--- src/rtl/xgmii_pkg.sv ---
// Shared constants, enums and block-classification helpers for the 64b/66b
// receive decoder.
package xgmii_pkg;

    localparam logic [1:0] SH_DATA = 2'b01;
    localparam logic [1:0] SH_CTRL = 2'b10;

    localparam logic [7:0] BT_C8   = 8'h1E;
    localparam logic [7:0] BT_C4_O = 8'h4B;
    localparam logic [7:0] BT_S0   = 8'h78;
    localparam logic [7:0] BT_C_S4 = 8'h33;
    localparam logic [7:0] BT_T0   = 8'h87;
    localparam logic [7:0] BT_T1   = 8'h99;
    localparam logic [7:0] BT_T2   = 8'hAA;
    localparam logic [7:0] BT_T3   = 8'hB4;
    localparam logic [7:0] BT_T4   = 8'hCC;
    localparam logic [7:0] BT_T5   = 8'hD2;
    localparam logic [7:0] BT_T6   = 8'hE1;
    localparam logic [7:0] BT_T7   = 8'hFF;

    localparam logic [7:0] XG_IDLE  = 8'h07;
    localparam logic [7:0] XG_START = 8'hFB;
    localparam logic [7:0] XG_TERM  = 8'hFD;
    localparam logic [7:0] XG_ERROR = 8'hFE;
    localparam logic [7:0] XG_SEQ   = 8'h9C;

    localparam logic [6:0] CODE_IDLE  = 7'h00;
    localparam logic [6:0] CODE_ERROR = 7'h1E;

    localparam logic [3:0] TERM_NONE = 4'd8;

    typedef enum logic [2:0] {
        BLK_C = 3'd0,
        BLK_S = 3'd1,
        BLK_T = 3'd2,
        BLK_D = 3'd3,
        BLK_E = 3'd4
    } blk_class_e;

    typedef enum logic [2:0] {
        RX_INIT = 3'd0,
        RX_C    = 3'd1,
        RX_D    = 3'd2,
        RX_T    = 3'd3,
        RX_E    = 3'd4
    } rx_state_e;

    function automatic logic [7:0] code_ok_mask(input logic [63:0] tdata);
        logic [6:0] code;
        code_ok_mask = 8'h00;
        for (int m = 0; m < 8; m++) begin
            code = tdata[8+7*m +: 7];
            code_ok_mask[m] = (code == CODE_IDLE) || (code == CODE_ERROR);
        end
    endfunction

    function automatic logic [7:0] code_char(input logic [6:0] code);
        code_char = (code == CODE_ERROR) ? XG_ERROR : XG_IDLE;
    endfunction

    // Lane index of the terminate character, TERM_NONE for non-terminate types.
    function automatic logic [3:0] term_pos(input logic [7:0] btype);
        case (btype)
            BT_T0:   term_pos = 4'd0;
            BT_T1:   term_pos = 4'd1;
            BT_T2:   term_pos = 4'd2;
            BT_T3:   term_pos = 4'd3;
            BT_T4:   term_pos = 4'd4;
            BT_T5:   term_pos = 4'd5;
            BT_T6:   term_pos = 4'd6;
            BT_T7:   term_pos = 4'd7;
            default: term_pos = TERM_NONE;
        endcase
    endfunction

    function automatic blk_class_e classify(input logic [1:0] ttype, input logic [63:0] tdata);
        logic [7:0] ok;
        logic [3:0] k;
        logic [6:0] sh;
        ok = code_ok_mask(tdata);
        k  = term_pos(tdata[7:0]);
        sh = 7'd8 + {1'b0, k[2:0], 3'b000};
        classify = BLK_E;
        if (ttype == SH_DATA) begin
            classify = BLK_D;
        end else if (ttype == SH_CTRL) begin
            if (tdata[7:0] == BT_C8 && (&ok)) begin
                classify = BLK_C;
            end else if (tdata[7:0] == BT_C4_O && tdata[35:32] == 4'h0 && (&ok[7:4])) begin
                classify = BLK_C;
            end else if (tdata[7:0] == BT_S0) begin
                classify = BLK_S;
            end else if (tdata[7:0] == BT_C_S4 && (&ok[3:0])) begin
                classify = BLK_S;
            end else if (k != TERM_NONE && (tdata >> sh) == 64'd0) begin
                classify = BLK_T;
            end else begin
                classify = BLK_E;
            end
        end else begin
            classify = BLK_E;
        end
    endfunction

endpackage

--- src/rtl/xgmii_block_decode.sv ---
// Combinational classify and XGMII decode of the held block, plus the class
// of its successor for the terminate lookahead.
module xgmii_block_decode
    import xgmii_pkg::*;
(
    input  logic [1:0]  i_ttype,
    input  logic [63:0] i_tdata,
    input  logic [1:0]  i_next_ttype,
    input  logic [63:0] i_next_tdata,
    output blk_class_e  o_class,
    output blk_class_e  o_next_class,
    output logic [63:0] o_data,
    output logic [7:0]  o_ctrl
);

    logic [63:0] w_chars;
    logic [63:0] w_payload;
    logic [3:0]  w_k;

    assign o_class      = classify(i_ttype, i_tdata);
    assign o_next_class = classify(i_next_ttype, i_next_tdata);
    assign w_payload    = {8'h00, i_tdata[63:8]};
    assign w_k          = term_pos(i_tdata[7:0]);

    // Translate the eight 7-bit control codes into XGMII characters.
    always_comb begin
        w_chars = 64'd0;
        for (int m = 0; m < 8; m++) begin
            w_chars[8*m +: 8] = code_char(i_tdata[8+7*m +: 7]);
        end
    end

    // Lane assembly per block class; unknown blocks fall back to the error pattern.
    always_comb begin
        o_data = {8{XG_ERROR}};
        o_ctrl = 8'hFF;
        case (o_class)
            BLK_D: begin
                o_data = i_tdata;
                o_ctrl = 8'h00;
            end
            BLK_C: begin
                if (i_tdata[7:0] == BT_C8) begin
                    o_data = w_chars;
                    o_ctrl = 8'hFF;
                end else begin
                    o_data = {w_chars[63:32], i_tdata[31:8], XG_SEQ};
                    o_ctrl = 8'hF1;
                end
            end
            BLK_S: begin
                if (i_tdata[7:0] == BT_S0) begin
                    o_data = {i_tdata[63:8], XG_START};
                    o_ctrl = 8'h01;
                end else begin
                    o_data = {i_tdata[63:40], XG_START, w_chars[31:0]};
                    o_ctrl = 8'h1F;
                end
            end
            BLK_T: begin
                for (int j = 0; j < 8; j++) begin
                    if (j < int'(w_k)) begin
                        o_data[8*j +: 8] = w_payload[8*j +: 8];
                        o_ctrl[j]        = 1'b0;
                    end else if (j == int'(w_k)) begin
                        o_data[8*j +: 8] = XG_TERM;
                        o_ctrl[j]        = 1'b1;
                    end else begin
                        o_data[8*j +: 8] = XG_IDLE;
                        o_ctrl[j]        = 1'b1;
                    end
                end
            end
            default: begin
                o_data = {8{XG_ERROR}};
                o_ctrl = 8'hFF;
            end
        endcase
    end

endmodule

--- src/rtl/xgmii_rx_decoder.sv ---
// 64b/66b receive decoder: holds one block for lookahead, runs the receive
// state machine and emits decoded or error XGMII words on an AXI-Stream port.
module xgmii_rx_decoder
    import xgmii_pkg::*;
#(
    parameter int ERR_CNT_W = 16
) (
    input  logic                 clk,
    input  logic                 reset_n,
    input  logic [1:0]           s_axis_ttype,
    input  logic [63:0]          s_axis_tdata,
    input  logic                 s_axis_tvalid,
    output logic                 s_axis_tready,
    output logic [63:0]          m_axis_tdata,
    output logic [7:0]           m_axis_tctrl,
    output logic                 m_axis_tvalid,
    input  logic                 m_axis_tready,
    output logic [ERR_CNT_W-1:0] err_count
);

    localparam logic [ERR_CNT_W-1:0] ERR_ONE = {{(ERR_CNT_W-1){1'b0}}, 1'b1};
    localparam logic [ERR_CNT_W-1:0] ERR_MAX = {ERR_CNT_W{1'b1}};

    rx_state_e             r_state;
    rx_state_e             w_trans;
    rx_state_e             w_next_state;
    logic                  r_h_valid;
    logic [1:0]            r_h_ttype;
    logic [63:0]           r_h_tdata;
    logic [63:0]           r_m_tdata;
    logic [7:0]            r_m_tctrl;
    logic                  r_m_tvalid;
    logic [ERR_CNT_W-1:0]  r_err_count;
    logic                  w_accept;
    logic                  w_emit;
    logic                  w_is_err;
    logic                  w_term_ok;
    blk_class_e            w_h_class;
    blk_class_e            w_next_class;
    logic [63:0]           w_dec_data;
    logic [7:0]            w_dec_ctrl;

    xgmii_block_decode u_decode (
        .i_ttype      (r_h_ttype),
        .i_tdata      (r_h_tdata),
        .i_next_ttype (s_axis_ttype),
        .i_next_tdata (s_axis_tdata),
        .o_class      (w_h_class),
        .o_next_class (w_next_class),
        .o_data       (w_dec_data),
        .o_ctrl       (w_dec_ctrl)
    );

    assign s_axis_tready = !r_m_tvalid || m_axis_tready;
    assign w_accept      = s_axis_tvalid && s_axis_tready;
    assign w_emit        = w_accept && r_h_valid;
    assign w_term_ok     = (w_h_class == BLK_T) &&
                           (w_next_class == BLK_C || w_next_class == BLK_S);
    assign w_is_err      = (w_trans == RX_E);
    assign m_axis_tdata  = r_m_tdata;
    assign m_axis_tctrl  = r_m_tctrl;
    assign m_axis_tvalid = r_m_tvalid;
    assign err_count     = r_err_count;

    // Transition taken by the held block; applied only when it is emitted.
    always_comb begin
        w_trans = RX_E;
        case (r_state)
            RX_INIT, RX_C, RX_T: begin
                if (w_h_class == BLK_C)      w_trans = RX_C;
                else if (w_h_class == BLK_S) w_trans = RX_D;
                else                         w_trans = RX_E;
            end
            RX_D: begin
                if (w_h_class == BLK_D) w_trans = RX_D;
                else if (w_term_ok)     w_trans = RX_T;
                else                    w_trans = RX_E;
            end
            RX_E: begin
                if (w_h_class == BLK_C)      w_trans = RX_C;
                else if (w_h_class == BLK_D) w_trans = RX_D;
                else if (w_term_ok)          w_trans = RX_T;
                else                         w_trans = RX_E;
            end
            default: w_trans = RX_E;
        endcase
        if (w_emit) w_next_state = w_trans;
        else        w_next_state = r_state;
    end

    // State register.
    always_ff @(posedge clk or negedge reset_n) begin
        if (!reset_n) r_state <= RX_INIT;
        else          r_state <= w_next_state;
    end

    // Lookahead holding register, output register and saturating error counter.
    always_ff @(posedge clk or negedge reset_n) begin
        if (!reset_n) begin
            r_h_valid   <= 1'b0;
            r_h_ttype   <= 2'b00;
            r_h_tdata   <= 64'd0;
            r_m_tvalid  <= 1'b0;
            r_m_tdata   <= 64'd0;
            r_m_tctrl   <= 8'h00;
            r_err_count <= {ERR_CNT_W{1'b0}};
        end else begin
            if (w_accept) begin
                r_h_valid  <= 1'b1;
                r_h_ttype  <= s_axis_ttype;
                r_h_tdata  <= s_axis_tdata;
                r_m_tvalid <= r_h_valid;
            end else if (m_axis_tready) begin
                r_m_tvalid <= 1'b0;
            end
            if (w_emit) begin
                r_m_tdata <= w_is_err ? {8{XG_ERROR}} : w_dec_data;
                r_m_tctrl <= w_is_err ? 8'hFF : w_dec_ctrl;
                if (w_is_err && r_err_count != ERR_MAX) begin
                    r_err_count <= r_err_count + ERR_ONE;
                end
            end
        end
    end

endmodule

--- config.mk ---
export PLATFORM = sky130hd
export DESIGN_NAME = xgmii_rx_decoder
export DESIGN_NICKNAME = d
export VERILOG_FILES = /design/src/rtl/xgmii_pkg.sv /design/src/rtl/xgmii_block_decode.sv /design/src/rtl/xgmii_rx_decoder.sv
export SDC_FILE = /design/constraint.sdc
export NUM_CORES = 1
export LEC_CHECK = 0
export ABC_AREA = 1
export CAP_MARGIN = 20
export CORE_ASPECT_RATIO = 2
export CORE_MARGIN = 5
export CORE_UTILIZATION = 45
export CTS_BUF_LIST = sky130_fd_sc_hd__clkbuf_2 sky130_fd_sc_hd__clkbuf_4 sky130_fd_sc_hd__clkbuf_8
export DETAILED_ROUTE_END_ITERATION = 16
export GPL_TIMING_DRIVEN = 0
export HOLD_SLACK_MARGIN = 0.1
export PLACE_DENSITY = 0.7
export SLEW_MARGIN = 20
export SYNTH_ARGS = -nofsm -noshare
export SYNTH_HDL_FRONTEND = slang
export SYNTH_SLANG_ARGS = --single-unit
--- constraint.sdc ---
create_clock -name clk -period 2.7 [get_ports clk]
set_input_delay 0.81 -clock clk [delete_from_list [all_inputs] [get_ports clk]]
set_output_delay 0.81 -clock clk [all_outputs]
set_load 0.01 [all_outputs]
# == Word-level counts from Yosys, hierarchy flattened ==
# Index checks and enable logic that the tools add are counted.
# word_totals
ff_bits,159
wordCells,214
inputBits,70
output_inout_bits,90
# classes
addsub,3
n_shift,2
eq_ne,63
muxes,64
reduce_logical,66
n_lt_le_gt_ge,8
# op_table
cell,count
one-hot mux 64 bit (4 select lines),1
2-to-1 mux 8 bit,25
"== test 8 bit, second input constant",16
logical NOT 64 bit,2
right shift 64 x 7 -> 64 bit,2
"== test 7 x 5 -> 1 bit, second input constant",16
logical NOT 7 bit,16
2-to-1 mux 64 bit,1
one-hot mux 4 bit (8 select lines),2
2-to-1 mux 3 bit,19
2-to-1 mux 40 bit,1
"== test 8 x 7 -> 1 bit, second input constant",4
2-to-1 mux 32 bit,1
one-hot mux 8 bit (4 select lines),1
logical OR 1 bit,18
"adder 16 x 1 -> 16 bit, second input constant",1
"== test 4 bit, first input constant",4
"== test 8 x 5 -> 1 bit, second input constant",2
"== test 8 x 6 -> 1 bit, second input constant",2
"less-than comparator 3 x 4 -> 1 bit, first input constant",4
"inequality test 16 bit, second input constant",1
AND reduction 4 bit,4
AND reduction 8 bit,2
"adder 4 x 6 -> 7 bit, first input constant",2
other kinds (21),59

# == Longest topological paths before layout ==
# Gate-level depths: netlist of run 1.
# logic_depth
ltp_word,23
depth_mapped,28
ltp_nobuf,26

# == Hierarchy ==
# A second synthesis of run 1 with hierarchy kept.
# unflattened
hier_cells,1777
hier_area_um2,11686.2
# by_module_without_submodules
mod,area_each_um2,n_inst,seq_area_each_um2,cells_each
xgmii_rx_decoder,7402.1,1,3978.8,858
xgmii_block_decode,4284.1,1,0.0,919

# == Least setup slack after synthesis of run 1 ==
# No wires, ideal clock.
# synth_timing
kind,reg2reg
startpoint,register r_h_tdata[1]
endpoint,register r_m_tdata[59] (netlist: m_axis_tdata[59])
path_slack_ns,-0.082
arrival_time_ns,2.663
required_time_ns,2.581
path_stages_with_launch,25
synth_period_minus_slack_ns,2.782
path_cell_list,dfrtp_1 -> inv_1 -> nand2_1 -> nor2_1 -> nand2_2 -> nand2_2 -> inv_2 -> nand2_4 -> buf_6 -> nand2_1 -> nand2_1 -> nand2_1 -> nand2_1 -> nand3_1 -> nor2_1 -> nand3_1 -> nand2_2 -> nand3_4 -> a21oi_4 -> nand2_4 -> nand3_1 -> nand3_2 -> buf_6 -> buf_6 -> o21a_1
# synth_via
elab_chain_cells,21
# synth_lines
element,line,text
"start, declared",xgmii_rx_decoder.sv:29,logic [63:0] r_h_tdata;
"start signal, assigned",xgmii_rx_decoder.sv:111,r_h_tdata <= s_axis_tdata;
== test 8 bit,xgmii_pkg.sv:63,case (btype)
one-hot mux 4 bit (8 select lines),xgmii_pkg.sv:63,
adder 4 x 6 -> 7 bit,xgmii_pkg.sv:82,"sh = 7'd8 + {1'b0, k[2:0], 3'b000};"
right shift 64 x 7 -> 64 bit,xgmii_pkg.sv:95,end else if (k != TERM_NONE && (tdata >> sh) == 64'd0) begin
logical NOT 64 bit,xgmii_pkg.sv:95,
logical AND 1 bit,xgmii_pkg.sv:95,
2-to-1 mux 3 bit,xgmii_pkg.sv:95,
2-to-1 mux 3 bit,xgmii_pkg.sv:93,end else if (tdata[7:0] == BT_C_S4 && (&ok[3:0])) begin
[... 5 more ...],-,
== test 3 x 2 -> 1 bit,"xgmii_block_decode.sv:37, xgmii_rx_decoder.sv:57",
logical AND 1 bit,xgmii_rx_decoder.sv:57,assign w_term_ok = (w_h_class == BLK_T) &&
2-to-1 mux 3 bit,"xgmii_rx_decoder.sv:76, xgmii_rx_decoder.sv:82",
2-to-1 mux 3 bit,xgmii_rx_decoder.sv:75,if (w_h_class == BLK_D) w_trans = RX_D;
2-to-1 mux 3 bit,xgmii_rx_decoder.sv:80,if (w_h_class == BLK_C) w_trans = RX_C;
one-hot mux 3 bit (3 select lines),xgmii_rx_decoder.sv:68,case (r_state)
== test 3 bit,xgmii_rx_decoder.sv:59,assign w_is_err = (w_trans == RX_E);
2-to-1 mux 64 bit *,xgmii_rx_decoder.sv:117,r_m_tdata <= w_is_err ? {8{XG_ERROR}} : w_dec_data;
"end signal, assigned",xgmii_rx_decoder.sv:117,
"end, declared",xgmii_rx_decoder.sv:30,logic [63:0] r_m_tdata;
# Mark *: on every way between the ends. The rest lies on a longest branch, timed or not.
# A chain may end at the register's enable or synchronous reset.

# == Worst setup path after layout of run 1 ==
# layout_timing
startpoint,input port s_axis_tdata[11]
endpoint,register r_m_tdata[32] (netlist: m_axis_tdata[32])
# layout_via
elab_chain_cells,19
# layout_lines
element,line,text
"start, declared",xgmii_rx_decoder.sv:11,"input logic [63:0] s_axis_tdata,"
right shift 64 x 7 -> 64 bit (tied with other cells),xgmii_pkg.sv:95,
logical NOT 64 bit or logical OR 1 bit (tied branches),"xgmii_pkg.sv:95, xgmii_pkg.sv:53",
logical AND 1 bit or AND reduction 4 bit (tied branches),"xgmii_pkg.sv:95, xgmii_pkg.sv:93",
2-to-1 mux 3 bit or logical AND 1 bit (tied branches),"xgmii_pkg.sv:95, xgmii_pkg.sv:93",
2-to-1 mux 3 bit,xgmii_pkg.sv:93,
2-to-1 mux 3 bit,xgmii_pkg.sv:91,end else if (tdata[7:0] == BT_S0) begin
2-to-1 mux 3 bit,xgmii_pkg.sv:89,end else if (tdata[7:0] == BT_C4_O && tdata[35:32] == 4'h0 && (&ok[7:4])) begin
2-to-1 mux 3 bit *,xgmii_pkg.sv:87,if (tdata[7:0] == BT_C8 && (&ok)) begin
[... 3 more ...],-,
logical OR 1 bit *,xgmii_rx_decoder.sv:58,(w_next_class == BLK_C || w_next_class == BLK_S);
logical AND 1 bit *,xgmii_rx_decoder.sv:57,
2-to-1 mux 3 bit *,"xgmii_rx_decoder.sv:76, xgmii_rx_decoder.sv:82",
2-to-1 mux 3 bit *,xgmii_rx_decoder.sv:75,
2-to-1 mux 3 bit,xgmii_rx_decoder.sv:80,
one-hot mux 3 bit (3 select lines) *,xgmii_rx_decoder.sv:68,
== test 3 bit *,xgmii_rx_decoder.sv:59,
2-to-1 mux 64 bit *,xgmii_rx_decoder.sv:117,
# Marks and branches as above.

==> metrics.cfg, run 1 <==
[status]
failed_checks = negative setup slack
status = finished with violations

[synthesis]
yosys-top-cells-count = 427 x nand2_1, 180 x inv_1, 159 x dfrtp_1, 127 x o21ai_0, 119 x nor2_1
syn_inst = 1518
synth_edf_count = 0
ys.warnings.count = 0
synth.area.top_cells = dfrtp_1 39%, nand2_1 16%, inv_1 6.6%
synth_most_common_cell = nand2_1
ys_seq_area_frac = 0.387
syn_area_mm2 = 0.0103
yosys.area.top_type_share = 0.387
synth-seq-cells = 159
avgSynthCellArea_um2 = 6.78
yosys.area.top_type = dfrtp_1
synth-async-reset-ratio = 1.00
ys.flop_type = dfrtp_1
mappedNetlistNets = 1589
synth_cell_type_count = 48

[clock_network]
h-tree-depth = 4
clock_latency_ns = 0.51
cts.path.max_buffers = 2
holdBufCountCts = 0
cts.sinks = 159
cts_buffers = 17
cts_tree = yes
cts_root_buf = clkbuf_8
path_clk_slew_ns = 0.10

[drt]
dr.pass1.iters = 7
routed_via_density = 5.78
drc = 0
ant_nets = 0
drtIter0Drc = 945
via_count = 11800
wire_per_inst_um = 22.0
drt-total-wl_um = 44900

[floorplan]
dieArea_mm2 = 0.0262
start_util = 0.455
ios = 160
die_x_um = 117
fp.dieH_um = 224
coreArea_mm2 = 0.0226
rows = 78

[power]
peakVddDrop_mv = 0.490
p_int_mw = 4.91
p_switching_mw = 3.34
p_total_mw = 8.25
swShare = 0.405
power_frac_comb = 0.396
p_clk_frac = 0.216
p_leak_nw = 6.41
p_seq_frac = 0.388
power.density_mw_per_mm2 = 590

[timing]
rsz0062_at_grt = yes
period_minus_slack_ns = 3.31
clock_skew_ns = 0.0184
hold_slack_ns = 0.235
slew_viol_final = 0
setup_violations = 91
finalCritPeriodShare = 1.23
worst_pin_slew_ns = 0.731
relSlewSlack = 0.513
finalWorstSetupSlack_ns = -0.613
hold_viol = 0
timing.fmax_mhz = 302

[worst_setup_path]
critPathBufInv = 5
critical-path-top-delay-family = simple AND/OR/NAND/NOR gates
critPathSlowestCell = clkdlybuf4s50_1
arrival_ns = 3.76
worstSetupEndpointType = register
crit_type = in2reg
path_max_fanout = 8
crit_chain = clkdlybuf4s50_1 -> inv_1 -> o22ai_2 -> nand4_1 -> nor4_4 -> nand3_1 -> nand2_2 -> nand3_2 -> nand2_1 -> nand2_2 -> nor2_4 -> nand2_2 -> nand2_2 -> inv_2 -> nand3_4 -> nand3_4 -> buf_12 -> nor2_4 -> buf_12 -> nand2_2 -> nand2_1
required_ns = 3.15
reg2reg_setup_slack_ns = -0.61
cpMostUsedCell = nand2_2
cp-start-kind = input pin
cpPeakStageDelay_ns = 0.50

[cells_and_area]
final_util = 0.617
n_fill_cell = 2180
nets = 1822
drive_gt1_frac = 0.174
fin_area_mm2 = 0.0140
syn2layout_area_growth_pct = 35.8

[grt]
track_usage = 0.340
antenna_found_initial = 0
grt_start_max_net_pins = 84
grt_pass1_vias = 11700
grt_pass1_wl_um = 66700
grt_overflow = 0

[run]
maxCapViolations = 0

[min_path]
hp-class = in2async

[place]
globalplace.congestion = 1.02
io_buffers = 159
dp.final_hpwl_um = 35100
place_area_mm2 = 0.0123

==> per-stage QoR <==
| step | worst slack, ns | TNS (ns) | instances |
|---|---|---|---|
| 3_5_place_dp | -1.51 | -129.28 | 1959 |
| 2_1_floorplan | -0.0478 | -0.834 | 1518 |
| 3_3_place_gp | -5.56 | -1004.88 | 1957 |
| 5_1_grt | -0.773 | -62.31 | 2043 |
| 6_report | -0.613 | -47.11 | 2044 |
| 4_1_cts | -0.549 | -41.24 | 2028 |
==> area by class of cell <==
type	instances	area [µm²]	share of cell area
timing repair buffer	213	2110	0.151
clock buffer	19	262	0.0187
multi-input combinational	1098	5970	0.427
tap	280	350	0.0251
clock inverter	12	125	0.00895
antenna	1	2.50	0.000179
inverter	192	729	0.0522
sequential	159	3990	0.285
buffer	70	439	0.0314
==> what timing repair did <==
item,4_1_cts,5_1_grt
cloned,6,2
pin swaps,31,50
endpoints found under the setup margin,92,91
setup buffers,32,14
hold endpoints to repair,0,0
gates resized for setup,126,123
==> flip-flops by register name (all words and copies together), names as in the netlist <==
| register | count |
|---|---|
| r_h_ttype | 2 |
| r_h_valid | 1 |
| r_h_tdata | 64 |
| err_count | 16 |
| m_axis_tctrl | 8 |
| m_axis_tvalid | 1 |
| m_axis_tdata | 64 |
| r_state | 3 |
==> final timing paths <==
kind	end	startpoint	depth (start not counted)
min reg2reg	r_h_valid$_DFFE_PN0P_	r_h_valid$_DFFE_PN0P_	2
max reg2reg	m_axis_tdata[4]$_DFFE_PN0P_	r_h_tdata[2]$_DFFE_PN0P_	25
min in group clk	r_h_valid$_DFFE_PN0P_	r_h_valid$_DFFE_PN0P_	2
min	err_count[0]$_DFFE_PN0P_	reset_n	1
max	m_axis_tdata[32]$_DFFE_PN0P_	s_axis_tdata[11]	21
max in group asynchronous	r_h_tdata[0]$_DFFE_PN0P_	reset_n	2
==> logic make-up (layout without fill, tap and decap cells) <==
group / after synthesis / after routing / synth area share
compound gates: 314 / 314 / 0.168
other cells: 0 / 1 / 0
mux: 3 / 3 / 0.00328
buf+inv: 262 / 506 / 0.103
flops: 159 / 159 / 0.387
fa+ha+maj: 1 / 1 / 0.00122
xor+xnor: 12 / 12 / 0.0102
simple gates: 767 / 768 / 0.327
==> power by group through the flow <==
| stage | Sequential [mW] | Combinational, mW | Clock [mW] |
|---|---|---|---|
| 6_report | 3.20 | 3.27 | 1.78 |
| 5_1_grt | 3.25 | 3.51 | 1.91 |
| 4_1_cts | 3.18 | 3.04 | 1.81 |
| 2_1_floorplan | 3.18 | 1.40 | 0 |
| 3_3_place_gp | 3.22 | 2.71 | 0 |
| 3_5_place_dp | 3.22 | 2.75 | 0 |
==> metal layers <==
| metal | track usage | routed length [µm] | vias up |
|---|---|---|---|
| li1 | - | - | 5518 |
| met1 | 0.361 | 15500 | 5592 |
| met2 | 0.611 | 23800 | 534 |
| met5 | 0 | 0 | - |
| met4 | 0.226 | 3390 | 0 |
| met3 | 0.0408 | 2290 | 176 |
==> cell usage in the layout (no fill, tap or decap), types with 5 or more instances in the layout <==
master           count
clkdlybuf4s50_1    156
nand4_1             81
o22ai_2              5
a21oi_2              7
nand2_1            366
a211oi_1             8
nor2_2              11
buf_2                7
inv_1              174
xor2_1               9
buf_8                6
clkbuf_2             5
o21ai_1             21
nor2_1              96
o22ai_1              7
buf_4               43
nand2_4             18
dfrtp_2              7
buf_12               5
o21ai_2             18
o211ai_1             9
nand3_2              8
or2_2               10
nor4_1               9
o21a_1               9
clkbuf_8            19
nor2_4              17
o21ai_0            116
a21oi_1             86
o21ai_4              5
buf_6               14
nand3_1             65
nor3_1              23
clkbuf_1            37
nand2_2             49
dfrtp_1            152
inv_2               13
Power figures use the tool's default switching activity.
==> run 2, diff against run 1 <==
--- a/config.mk
+++ b/config.mk
@@ -6,7 +6,6 @@
 export NUM_CORES = 1
 export LEC_CHECK = 0
 export ABC_AREA = 1
-export CAP_MARGIN = 20
 export CORE_ASPECT_RATIO = 2
 export CORE_MARGIN = 5
 export CORE_UTILIZATION = 45
==> results of run 2 <==
Final layout, timing and power as in run 1 (identical DEF).
==> RTL change 1 (settings of run 2) <==
Set the parameter `ERR_CNT_W` to 32 (it was 16).
--- a/src/rtl/xgmii_rx_decoder.sv
+++ b/src/rtl/xgmii_rx_decoder.sv
@@ -3,7 +3,7 @@
 module xgmii_rx_decoder
     import xgmii_pkg::*;
 #(
-    parameter int ERR_CNT_W = 16
+    parameter int ERR_CNT_W = 32
 ) (
     input  logic                 clk,
     input  logic                 reset_n,
Ports: changed (resized err_count); port bits go from 160 to 176. No check against the original RTL was run, so the function may have changed too.
==> RTL change 1 against run 2 <==
- the flow still finishes with violations (setup timing)
- maximum frequency fell by 0.56%
- via count up 14%
- sequential power rose by 7.5%
- worst setup slack worse by 0.019 ns
- synthesized cell count grew 12%
- sequential cell count up 16
- synthesized area up 12%
- wire length up 9.2%
- power up 12%
- final area is 15% higher
- critical endpoint is now err_count[28]$_DFFE_PN0P_
- largest cell class unchanged
- largest power group unchanged
==> RTL change 1: results <==
group,metric,value,unit
layout,clockNetworkAreaShare,0.0235,
placement,dpl-instance-area,13700,sq um
global_route,use_met1,0.429,
global_route,grtUsageMet3,0.0621,
setup_path,cp_data_arrival_time,3.75,ns
setup_path,crit_start,"r_h_tdata[2]$_DFFE_PN0P_",
route,drt-vias-per-instance,5.74,
timing,fin_tns_setup,-56.06,ns
timing,max_slew_margin,0.321,
global_route,grt_usage,0.336,
power,pwr_density_cell,574,nW/um^2
synth,synth_area_leaders,"dfrtp_1 (38%), nand2_1 (16%), inv_1 (6.2%)",
cts,cts_made_buffers,17,
route,dr_wl_met3,4.02,mm
synth,synthDistinctLibCells,43,
power,ir_drop,485,uV
cts,cts_resized,258,
global_route,gr-usage-met2,0.520,
setup_path,reg2reg_to,"err_count[28]$_DFFE_PN0P_",
layout,final-nonclk-buf-share,0.199,
layout,nFillCells,2400,
setup_path,crit_slowest_cell,"dfrtp_2",
placement,portBuffers,175,
layout,inverters,201,
power,switching_share,0.407,
route,wirelength_met1,19.0,mm
setup_path,cpPeakStageDelay,0.47,ns
synth,yosysSeqAreaShare,0.380,
route,dr.pass1.iters,5,
timing,finalSetupViolCount,107,
route,routed-wl-met2,22.5,mm
setup_path,critPathMaxFanout,10,
layout,final_nets,2063,
global_route,grt_max_degree,99,
layout,buffers,345,
power,power_leakage,7.15,nW
power,powerSeq,0.00344,W
route,routed_wirelength,49.0,mm
synth,synthTopCellsByCount,"nand2_1 (486), inv_1 (189), dfrtp_1 (175), nor2_1 (153), a21oi_1 (98)",
layout,multi_input_comb_cells,1252,
status,violations,"setup timing",
placement,place_congestion,1.03,
layout,seq_cell_count,175,
layout,multi_input_area_share,0.430,
synth,yosysWarnings,0,
layout,final_layout_size_suffix_gt1_frac,0.205,
timing,fin_skew,0.0148,ns
synth,synthFlopType,"dfrtp_1",
global_route,grt_pass1_vias,13000,
timing,setup_slack,-0.631,ns
route,drt_iter0_drc,1300,
global_route,grt_pass1_wl,74.6,mm
cts,cts_root_buffer,"clkbuf_8",
placement,post-dp-hpwl,37.1,mm
setup_path,reg2reg_depth,24,
synth,ys_async_sr_fraction,1.00,
status,status,"finished, violations left",
layout,ff_latch_area,4390,sq um
synth,syn_nets,1777,
cts,post-cts-setup-buffer-count,63,
[RTL change 1: metrics by stage]
step	std cells	worst slack, ns	hold slack (ns)	utilization
2_1_floorplan	1706	0.00400	0.423	-
3_3_place_gp	2221	-6.38	0.435	0.539
3_5_place_dp	2222	-1.51	0.440	0.540
4_1_cts	2330	-0.541	0.261	0.615
5_1_grt	2345	-0.753	0.289	0.633
6_report	2346	-0.631	0.244	0.633
[RTL change 1: kinds of logic (layout without fill, tap and decap cells)]
| family | after synthesis | in the layout | synth area share |
|---|---|---|---|
| flip-flops | 175 | 175 | 0.380 |
| buffers and inverters | 281 | 578 | 0.0976 |
| adder cells (fa/ha/maj) | 1 | 1 | 0.00109 |
| AO/OA/AOI/OAI | 314 | 314 | 0.154 |
| XOR/XNOR | 25 | 25 | 0.0190 |
| AND/OR/NAND/NOR | 907 | 909 | 0.345 |
| multiplexers | 3 | 3 | 0.00293 |
| other | 0 | 1 | 0 |
==> RTL change 2 (settings of run 2) <==
Made on the original files. Register the output `err_count` once more, without a reset; this adds one clock of latency there. The other outputs are not delayed to match.
--- a/src/rtl/xgmii_rx_decoder.sv
+++ b/src/rtl/xgmii_rx_decoder.sv
@@ -60,7 +60,9 @@
     assign m_axis_tdata  = r_m_tdata;
     assign m_axis_tctrl  = r_m_tctrl;
     assign m_axis_tvalid = r_m_tvalid;
-    assign err_count     = r_err_count;
+    always_ff @(posedge clk) begin
+        err_count <= r_err_count;
+    end
 
     // Transition taken by the held block; applied only when it is emitted.
     always_comb begin
Formal check against the unedited RTL: not equivalent (a bounded check fails within 4 cycles, from zero or initial values and one cycle with reset_n low).
==> RTL change 2 against run 2 <==
- the run still ends with setup timing left
- combinational power is 7.0% higher
- wire length is 5.2% lower
- synthesized area is 2.0% higher
- worst setup slack better by 0.054 ns
- power is 10% higher
- sequential power is 11% higher
- clock power is 15% higher
- non-clock buffer count is 9 lower
- sequential cell count is 16 higher
- final area is 1.0% higher
- global-route usage is 2.9 points lower
==> RTL change 2: results <==
group,metric,value,unit
status,violations,"setup timing",
global_route,grt_max_degree,90,
layout,multi_input_area,5810,sq um
route,drt-vias-per-instance,5.55,
layout,ff_latch_area,4320,sq um
layout,nFillCells,2207,
timing,setup_slack,-0.558,ns
synth,synthMuxAreaShare,0.0117,
route,routed_wirelength,42.5,mm
layout,final-nonclk-buf-share,0.174,
timing,max_slew_margin,0.425,
power,p_comb_frac,0.384,
global_route,grt_usage,0.311,
setup_path,reg2reg_depth,24,
placement,post-dp-hpwl,33.3,mm
global_route,grt_pass1_wl,63.5,mm
synth,syn_nets,1577,
global_route,grt_pass1_vias,11300,
synth,synthDistinctLibCells,50,
route,wl_per_cell,20.9,um
synth,synth_compound_area_frac,0.134,
power,power_leakage,6.47,nW
cts,cts_resized,105,
setup_path,setup.worst_path.end,"r_err_count[12]$_DFFE_PN0P_",
route,routed-wl-met2,23.2,mm
placement,dpl-instance-area,12500,sq um
layout,multi_input_comb_cells,1074,
timing,holdWs,0.209,ns
synth,synthTopCellsByCount,"nand2_1 (339), nor2_1 (218), inv_1 (190), dfrtp_1 (159), o21ai_0 (127)",
power,ir_drop,751,uV
synth,synth_xor_area_frac,0.00834,
setup_path,cp_data_arrival_time,3.68,ns
synth,ys_async_sr_fraction,0.909,
placement,dp.cells,1949,
timing,finalSetupViolCount,91,
layout,final_area,14100,sq um
status,status,"finished, violations left",
power,p_int,0.00556,W
## RTL change 2: changes by cell type after synthesis, moves of 10 or more
cell     delta
dfxtp_1    +16
or2_2      +37
nor4_1     +12
nor2_1     +99
nand2_1    -88
nand4_1    -32
a21oi_1    -47
inv_1      +10
## RTL change 2: critical path: stages (launching register included)
cell and delay, ns:
dfrtp_2 0.47, nand2_4 0.12, nor2_2 0.05, nand2_2 0.09
nand2_4 0.08, nor2_4 0.26, buf_6 0.21, nand2_1 0.07
nand2_2 0.10, nand2_1 0.06, nand2_1 0.06, nand2_1 0.07
nor2_2 0.12, nand3_2 0.08, nand2_2 0.09, nand3_4 0.13
nand4_4 0.16, inv_4 0.07, nand2_4 0.06, nand3_4 0.16
nand2_8 0.16, nand3_4 0.14, clkbuf_16 0.21, nand2_1 0.05
nand2_1 0.05
